===== src/rtl/pipeline_ctrl_pkg.sv =====
// Shared types for the pipeline hazard controller: FSM states, forward selects,
// and the shadow scoreboard entry that tracks one in-flight destination.
package pipeline_ctrl_pkg;

  typedef enum logic [1:0] {
    CTRL_RUN   = 2'd0,
    CTRL_STALL = 2'd1,
    CTRL_FLUSH = 2'd2
  } ctrl_state_e;

  typedef enum logic [1:0] {
    FWD_REG = 2'b00,
    FWD_MEM = 2'b01,
    FWD_WB  = 2'b10
  } fwd_sel_e;

  typedef struct packed {
    logic       valid;
    logic [4:0] rd;
    logic       reg_write;
    logic       is_load;
  } sb_entry_t;

  localparam logic [4:0] REG_ZERO = 5'd0;

  // True when a used source operand reads the destination held in this entry.
  function automatic logic sb_match(input sb_entry_t e, input logic [4:0] rs, input logic used);
    return used && e.valid && e.reg_write && (e.rd != REG_ZERO) && (rs == e.rd);
  endfunction

endpackage


===== src/rtl/saturating_counter.sv =====
// Event counter that counts up by one per enabled cycle and holds at all-ones.
module saturating_counter #(
  parameter int WIDTH = 16
) (
  input  logic             clock,
  input  logic             reset,
  input  logic             increment,
  output logic [WIDTH-1:0] count
);

  logic [WIDTH-1:0] count_q;
  logic [WIDTH-1:0] count_d;

  always_comb begin
    count_d = count_q;
    if (increment && (count_q != {WIDTH{1'b1}})) count_d = count_q + WIDTH'(1);
  end

  always_ff @(posedge clock or posedge reset) begin
    if (reset) count_q <= '0;
    else       count_q <= count_d;
  end

  assign count = count_q;

endmodule


===== src/rtl/pipeline_hazard_controller.sv =====
// Stall/flush/forwarding controller for a fetch/decode/execute pipeline, driven only by
// decode-stage inputs plus a shadow scoreboard of the EX and MEM destinations.
module pipeline_hazard_controller
  import pipeline_ctrl_pkg::*;
#(
  parameter int FORWARD_EN    = 1,
  parameter int COUNTER_WIDTH = 16
) (
  input  logic                     clock,
  input  logic                     reset,
  input  logic                     decodeValid,
  input  logic [4:0]               decodeRs1,
  input  logic [4:0]               decodeRs2,
  input  logic                     decodeRs1Used,
  input  logic                     decodeRs2Used,
  input  logic [4:0]               decodeRd,
  input  logic                     decodeRegisterWriteEnable,
  input  logic                     decodeMemoryReadEnable,
  input  logic                     executeRedirect,
  output logic                     pcWriteEnable,
  output logic                     fetchToDecodeWriteEnable,
  output logic                     fetchToDecodeFlush,
  output logic                     decodeToExecuteFlush,
  output logic [1:0]               forwardSelect1,
  output logic [1:0]               forwardSelect2,
  output logic [1:0]               controllerState,
  output logic [COUNTER_WIDTH-1:0] stallCycleCount,
  output logic [COUNTER_WIDTH-1:0] flushCount
);

  ctrl_state_e state_q, state_d;
  sb_entry_t   ex_q, ex_d;
  sb_entry_t   mem_q, mem_d;
  fwd_sel_e    fwd1_q, fwd1_d;
  fwd_sel_e    fwd2_q, fwd2_d;

  logic decode_active;
  logic ex_hit, mem_hit;
  logic hazard, stall, issue;

  // WB needs no entry: the register file writes through, so WB producers never hazard.
  always_comb begin
    decode_active = decodeValid && (state_q != CTRL_FLUSH);
    ex_hit  = sb_match(ex_q, decodeRs1, decodeRs1Used) || sb_match(ex_q, decodeRs2, decodeRs2Used);
    mem_hit = sb_match(mem_q, decodeRs1, decodeRs1Used) || sb_match(mem_q, decodeRs2, decodeRs2Used);
    if (FORWARD_EN != 0) hazard = decode_active && ex_hit && ex_q.is_load;
    else                 hazard = decode_active && (ex_hit || mem_hit);
    stall = hazard && !executeRedirect;
    issue = decode_active && !stall && !executeRedirect;
  end

  always_comb begin
    ex_d   = '0;
    mem_d  = ex_q;
    fwd1_d = FWD_REG;
    fwd2_d = FWD_REG;
    if (issue) begin
      ex_d = '{valid: 1'b1, rd: decodeRd, reg_write: decodeRegisterWriteEnable,
               is_load: decodeMemoryReadEnable};
      if (FORWARD_EN != 0) begin
        if (sb_match(ex_q, decodeRs1, decodeRs1Used))       fwd1_d = FWD_MEM;
        else if (sb_match(mem_q, decodeRs1, decodeRs1Used)) fwd1_d = FWD_WB;
        if (sb_match(ex_q, decodeRs2, decodeRs2Used))       fwd2_d = FWD_MEM;
        else if (sb_match(mem_q, decodeRs2, decodeRs2Used)) fwd2_d = FWD_WB;
      end
    end
  end

  always_ff @(posedge clock or posedge reset) begin
    if (reset) begin
      ex_q   <= '0;
      mem_q  <= '0;
      fwd1_q <= FWD_REG;
      fwd2_q <= FWD_REG;
    end else begin
      ex_q   <= ex_d;
      mem_q  <= mem_d;
      fwd1_q <= fwd1_d;
      fwd2_q <= fwd2_d;
    end
  end

  always_ff @(posedge clock or posedge reset) begin
    if (reset) state_q <= CTRL_RUN;
    else       state_q <= state_d;
  end

  always_comb begin
    state_d = CTRL_RUN;
    if (executeRedirect) state_d = CTRL_FLUSH;
    else if (stall)      state_d = CTRL_STALL;
  end

  always_comb begin
    pcWriteEnable            = !stall;
    fetchToDecodeWriteEnable = !stall;
    fetchToDecodeFlush       = executeRedirect;
    decodeToExecuteFlush     = executeRedirect || stall;
    forwardSelect1           = fwd1_q;
    forwardSelect2           = fwd2_q;
    controllerState          = state_q;
  end

  saturating_counter #(.WIDTH(COUNTER_WIDTH)) u_stall_counter (
    .clock     (clock),
    .reset     (reset),
    .increment (stall),
    .count     (stallCycleCount)
  );

  saturating_counter #(.WIDTH(COUNTER_WIDTH)) u_flush_counter (
    .clock     (clock),
    .reset     (reset),
    .increment (executeRedirect),
    .count     (flushCount)
  );

endmodule


===== config.mk =====
export PLATFORM = sky130hd
export DESIGN_NAME = pipeline_hazard_controller
export DESIGN_NICKNAME = d
export VERILOG_FILES = /design/src/rtl/pipeline_ctrl_pkg.sv /design/src/rtl/saturating_counter.sv /design/src/rtl/pipeline_hazard_controller.sv
export SDC_FILE = /design/constraint.sdc
export NUM_CORES = 1
export LEC_CHECK = 0
export ABC_AREA = 1
export BUFFER_PORTS_ARGS = -buffer_cell sky130_fd_sc_hd__buf_2
export CELL_PAD_IN_SITES_DETAIL_PLACEMENT = 1
export CELL_PAD_IN_SITES_GLOBAL_PLACEMENT = 1
export CORE_ASPECT_RATIO = 1.75
export CORE_MARGIN = 1
export CORE_UTILIZATION = 35
export DETAILED_ROUTE_END_ITERATION = 8
export PLACE_DENSITY = 0.77
export SETUP_SLACK_MARGIN = 0.05
export SYNTH_ARGS = -nofsm -noshare
export SYNTH_HDL_FRONTEND = slang
export SYNTH_SLANG_ARGS = --single-unit

===== constraint.sdc =====
create_clock -name clock -period 1.5 [get_ports clock]
set_clock_uncertainty 0.05 [all_clocks]
set_input_delay 0.075 -clock clock [delete_from_list [all_inputs] [get_ports clock]]
set_output_delay 0.075 -clock clock [all_outputs]
set_load 0.02 [all_outputs]

==> After elaboration in Yosys (flattened, before gate mapping) <==
Cells that the tools add are included.
{ "op_classes": {"muxes": 9, "eq_ne": 7, "n_addsub": 2, "reduce_logical": 30} }
{ "ops": {"columns": ["cell", "count"], "rows": [
  ["16-bit by 1-bit adder with 16-bit output (second input constant)", 2],
  ["16-bit inequality test (second input constant)", 2],
  ["1-bit logical AND", 24],
  ["5-bit equality test", 4],
  ["2-bit two-way mux", 7],
  ["5-bit nonzero test", 2],
  ["8-bit two-way mux", 1],
  ["1-bit logical NOT", 2],
  ["1-bit logical OR", 2],
  ["2-bit inequality test (second input constant)", 1],
  ["1-bit two-way mux", 1]
]} }
{ "totals": {"ff_bits": 53, "input_bits": 23} }

==> Logic depth before layout (Yosys ltp) <==
{ "logic_depth": {"depth_word": 12, "mapped_depth": 12} }

==> Cells and area by module <==
Synthesis repeated with hierarchy kept, for this count alone.
{ "hier_totals": {"hier_cells": 420, "area_unflattened_um2": 3218.1} }
{ "modules_own_cells": {"columns": ["mod", "cells_per_inst", "seq_area_each_um2", "n_inst", "area_each_um2"], "rows": [
  ["saturating_counter", 150, 400.4, 2, 1069.8],
  ["pipeline_hazard_controller", 120, 525.5, 1, 1078.5]
]} }

==> Worst setup path after synthesis <==
OpenSTA, ideal clock, no wires.
{ "synth_path": {"path_kind": "flip-flop to flip-flop", "startpoint": "register u_stall_counter.count_q[0], in the netlist u_stall_counter.count[0]", "endpoint": "register u_stall_counter.count_q[14], in the netlist u_stall_counter.count[14]", "setup_slack_ns": -0.257, "path_buffers": 0, "synth_period_minus_slack_ns": 1.757, "t_required_ns": 1.328, "t_arrival_ns": 1.585, "stages_incl_launch_ff": 9, "path_cell_list": "dfrtp_1 > ha_1 > nand3_1 > inv_1 > nand2_1 > nor4_4 > inv_2 > nand3_1 > nand2_1"} }
{ "synth_via": {"elab_chain_len": 2, "word_cells_on_any_way": 3, "classes_between": "1 x add/sub; 1 x eq/ne; 1 x reduce/logical"} }
{ "synth_lines": {"columns": ["element", "line", "text"], "rows": [
  ["start: declaration", "saturating_counter.sv:11", "logic [WIDTH-1:0] count_q;"],
  ["start signal: assignment", "saturating_counter.sv:21", "else count_q <= count_d;"],
  ["parallel branches: the longest is 2 deep, another holds 16-bit by 1-bit adder with 16-bit output", null, null]
]} }
Parallel ways; which one is timed is not known.
A chain may end at the register's enable or synchronous reset.

==> Worst setup path after layout <==
{ "layout_path": {"startpoint": "register ex_q[2] (netlist bit)", "endpoint": "output port pcWriteEnable"} }
{ "layout_via": {"elab_chain_len": 8, "word_cells_on_any_way": 12, "classes_between": "2 x eq/ne; 10 x reduce/logical"} }
{ "layout_lines": {"columns": ["element", "line", "text"], "rows": [
  ["start: declaration", "pipeline_hazard_controller.sv:32", "sb_entry_t ex_q, ex_d;"],
  ["start signal: assignment", "pipeline_hazard_controller.sv:71", "ex_q <= '0;"],
  ["start signal: assignment", "pipeline_hazard_controller.sv:76", "ex_q <= ex_d;"],
  ["5-bit nonzero test", "pipeline_ctrl_pkg.sv:28", "return used && e.valid && e.reg_write && (e.rd != REG_ZERO) && (rs == e.rd);"],
  ["1-bit logical AND (2 in series)", "pipeline_ctrl_pkg.sv:28", null],
  ["1-bit logical OR *", "pipeline_hazard_controller.sv:44", "ex_hit = sb_match(ex_q, decodeRs1, decodeRs1Used) || sb_match(ex_q, decodeRs2, decodeRs2Used);"],
  ["1-bit logical AND * (2 in series)", "pipeline_hazard_controller.sv:46", "if (FORWARD_EN != 0) hazard = decode_active && ex_hit && ex_q.is_load;"],
  ["1-bit logical AND *", "pipeline_hazard_controller.sv:48", "stall = hazard && !executeRedirect;"],
  ["1-bit logical NOT *", "pipeline_hazard_controller.sv:95", "pcWriteEnable = !stall;"],
  ["end: declaration", "pipeline_hazard_controller.sv:20", "output logic pcWriteEnable,"]
]} }
Every way passes the cells marked *; elsewhere a longest branch is shown, timed or not.

==> out/results.ini <==
[yosys]
synth_mux_area_share_pct = 0
syn_inst = 351
synth_fp_nets = 376
synth-simple-area-share_pct = 29.63
yosys_warnings = 0
synth_xor_area_share_pct = 10.82
yosysTopAreaCell = dfrtp_1
synth_compound_area_share_pct = 4.165
synth_cell_types = 30
ys_ff_latch = 53
yosysTopAreaCellShare_pct = 45.51
ys_seq_area_share_pct = 45.51
syn_area_per_cell_sq_um = 8.302
synth.area.top_cells = dfrtp_1 (46%), nand2_1 (8.8%), inv_1 (6.7%)
netlist_area_sq_um = 2914
synth_fa_ha_area_share_pct = 0.8587
synth_top_family_by_area = simple AND/OR/NAND/NOR gates

[power]
seq_power_share_pct = 42.8
power.switching_mw = 1.247
pwr_density_cell_nw_per_um2 = 840.7
finalPower_mw = 3.901
p_sw_share_pct = 31.96
pwr-share-clk_pct = 31.4
p_comb_share_pct = 25.8
leakagePower_nw = 2.370
max-vdd-ir-drop_uv = 1052
internal_power_mw = 2.655

[detailed_routing]
post-route-drc-count = 5
drt_iter0_markers = 65
vias_per_cell = 4.894
drt_first_pass_iters = 8
vias = 2941
ant_nets = 0
post_drt_wl_per_cell_um = 17.38
finalWirelength_mm = 10.44

[grt]
grt_start_max_net_pins = 38
overflow = 0
use_met2_pct = 44.95
grt_usage_pct = 22.51
busiest_layer = met2
first_global_vias = 3201
grt_pass1_wl_mm = 15.19
antenna_found_initial = 0
grtUsageMet1_pct = 22.84
use_met3_pct = 3.038

[sta]
fin_crit_sh_pct = 127.3
fin_crit_ps = 1910
fmax_ghz = 0.5235
hold-worst-slack_ps = 11.47
rsz0062_at_grt = true
tightestPinTransition_ps = 417.1
finalWorstSetupSlack_ps = -410.1
relSlewSlack_pct = 71.94
hold_violations = 0
maxSlewViolCount = 0
finalSetupViolations = 48

[final_layout]
area_growth_pct = 59.25
num_antenna_cells = 0
drive_gt1_share_pct = 51.47
nets = 535
stdcell_count = 601

[job]
cap_violations = 0

[clock_network]
htree_num_levels = 2
cts_sinks = 53
clock_path_buffers = 2
clk_pin_slew_ps = 80
cts_root_buffer = clkbuf_16
cts_made_buffers = 5
insertion_delay_ps = 300
cts_tree = built

[status]
status = finished, violations left
violations = DRC, setup timing

[die]
core_sq_um = 8016
initial_utilization_pct = 36.35
fp.dieArea_sq_um = 8709
fp.dieH_um = 122.7
die_x_um = 70.98
rows = 43
ioPinCount = 65

[place]
io_buffers = 64
hpwlAfterDp_mm = 6.712
dpl.cell_count = 566
routabilityCongestion = 0.8056

[worst_setup_path]
path_class = flip-flop to output pin
cp_max_fo = 6
r2r_setup_slack_ps = -340
worstPathRequired_ps = 1370
startpoint_type = flip-flop
worstSetupEndpointType = output pin
crit_arrival_ps = 1790

[hold_path]
min_path_type = input port to flip-flop

## synth_stat cells, drive strengths merged
cell type / instances
dfrtp: 53
inv: 58
nand4: 8
ha: 2
nor4: 3
or2: 3
o21ai: 6
xor2: 16
a21oi: 1
o21bai: 10
nor3b: 1
xnor2: 20
nor3: 10
nand3: 36
nand2: 72
nor2: 47
buf: 5
## power groups by stage
stage	registers (mW)	clock network, mW	logic [mW]
after CTS	1.66	1.25	0.900
after floorplan	1.81	0	0.278
final	1.67	1.22	1.01
after detailed placement	1.69	0	0.763
after global placement	1.68	0	0.741
after global routing	1.68	1.29	1.07
## routing by layer
metal | vias to the layer above | wire length (um)
met5 | - | 0
met3 | 26 | 247
met2 | 61 | 6131
met4 | 0 | 350
met1 | 1446 | 3713
li1 | 1408 | -
## cells by family after synthesis
logic type | count (synthesis)
adder cells (fa/ha/maj) | 2
AND/OR/NAND/NOR | 180
AO/OA/AOI/OAI | 17
flip-flops | 53
XOR/XNOR | 36
buffers and inverters | 63
## critical path, stage by stage, from the launching register on
cell and delay (ps):
dfrtp_2 450, xnor2_1 170, nand2_1 110, nor2_2 140, nand2_2 90, nand2_4 130
nand3_4 110, buf_6 150, buf_6 120
## registers in the layout (all words and copies together) (netlist names)
name                   flops
ex_q                       8
forwardSelect1             2
u_flush_counter.count     16
u_stall_counter.count     16
controllerState            2
forwardSelect2             2
mem_q                      7
## repair_timing
| action | in CTS | in global routing |
|---|---|---|
| buffers inserted | 14 | 4 |
| gates resized for setup | 41 | 42 |
| endpoints found under the setup margin | 48 | 48 |
| hold endpoints to repair | 23 | 0 |
| gates cloned | 0 | 1 |
| pin swaps | 15 | 7 |
| hold buffers | 8 | 0 |
## layout by cell type (no fill, tap or decap), types with 16 or more instances in the layout
master,Yosys,layout
buf_4,3,72
buf_2,0,61
nand2_1,68,57
inv_1,52,49
dfrtp_1,53,29
nand3_1,33,28
dfrtp_2,0,24
nor2_4,2,17
nor2_1,40,17
xor2_1,16,16
## cell type report
class | instances | area [sq um]
Tap cell | 90 | 112.6
Multi-Input combinational cell | 235 | 1660
Fill cell | 948 | 3376
Clock buffer | 5 | 125.1
Timing Repair Buffer | 157 | 1141
Sequential cell | 53 | 1356
Inverter | 58 | 220.2
Clock inverter | 3 | 25.02
## stage by stage
| stage | cell area (sq um) | util (%) | TNS (ps) | setup WS, ps |
|---|---|---|---|---|
| after global routing | 4641 | 57.89 | -15530 | -516.6 |
| after global placement | 3934 | 49.07 | -4232 | -212.0 |
| after floorplan | 3025 | - | -880.7 | -32.32 |
| after detailed placement | 3934 | 49.07 | -7616 | -336.8 |
| after CTS | 4417 | 55.10 | -6920 | -353.7 |
| final | 4641 | 57.89 | -10790 | -410.1 |
## worst paths after layout
| check | startpoint | cells after the start | to |
|---|---|---|---|
| min reg2reg | ex_q[7] | 0 | mem_q[7] |
| min in group asynchronous | reset | 3 | u_flush_counter.count[9] |
| max | ex_q[2] | 8 | pcWriteEnable |
| max in group asynchronous | reset | 4 | u_stall_counter.count[14] |
| max reg2reg | ex_q[2] | 10 | u_stall_counter.count[3] |
| min | executeRedirect | 2 | controllerState[1] |
Power figures use the tool's default switching activity.
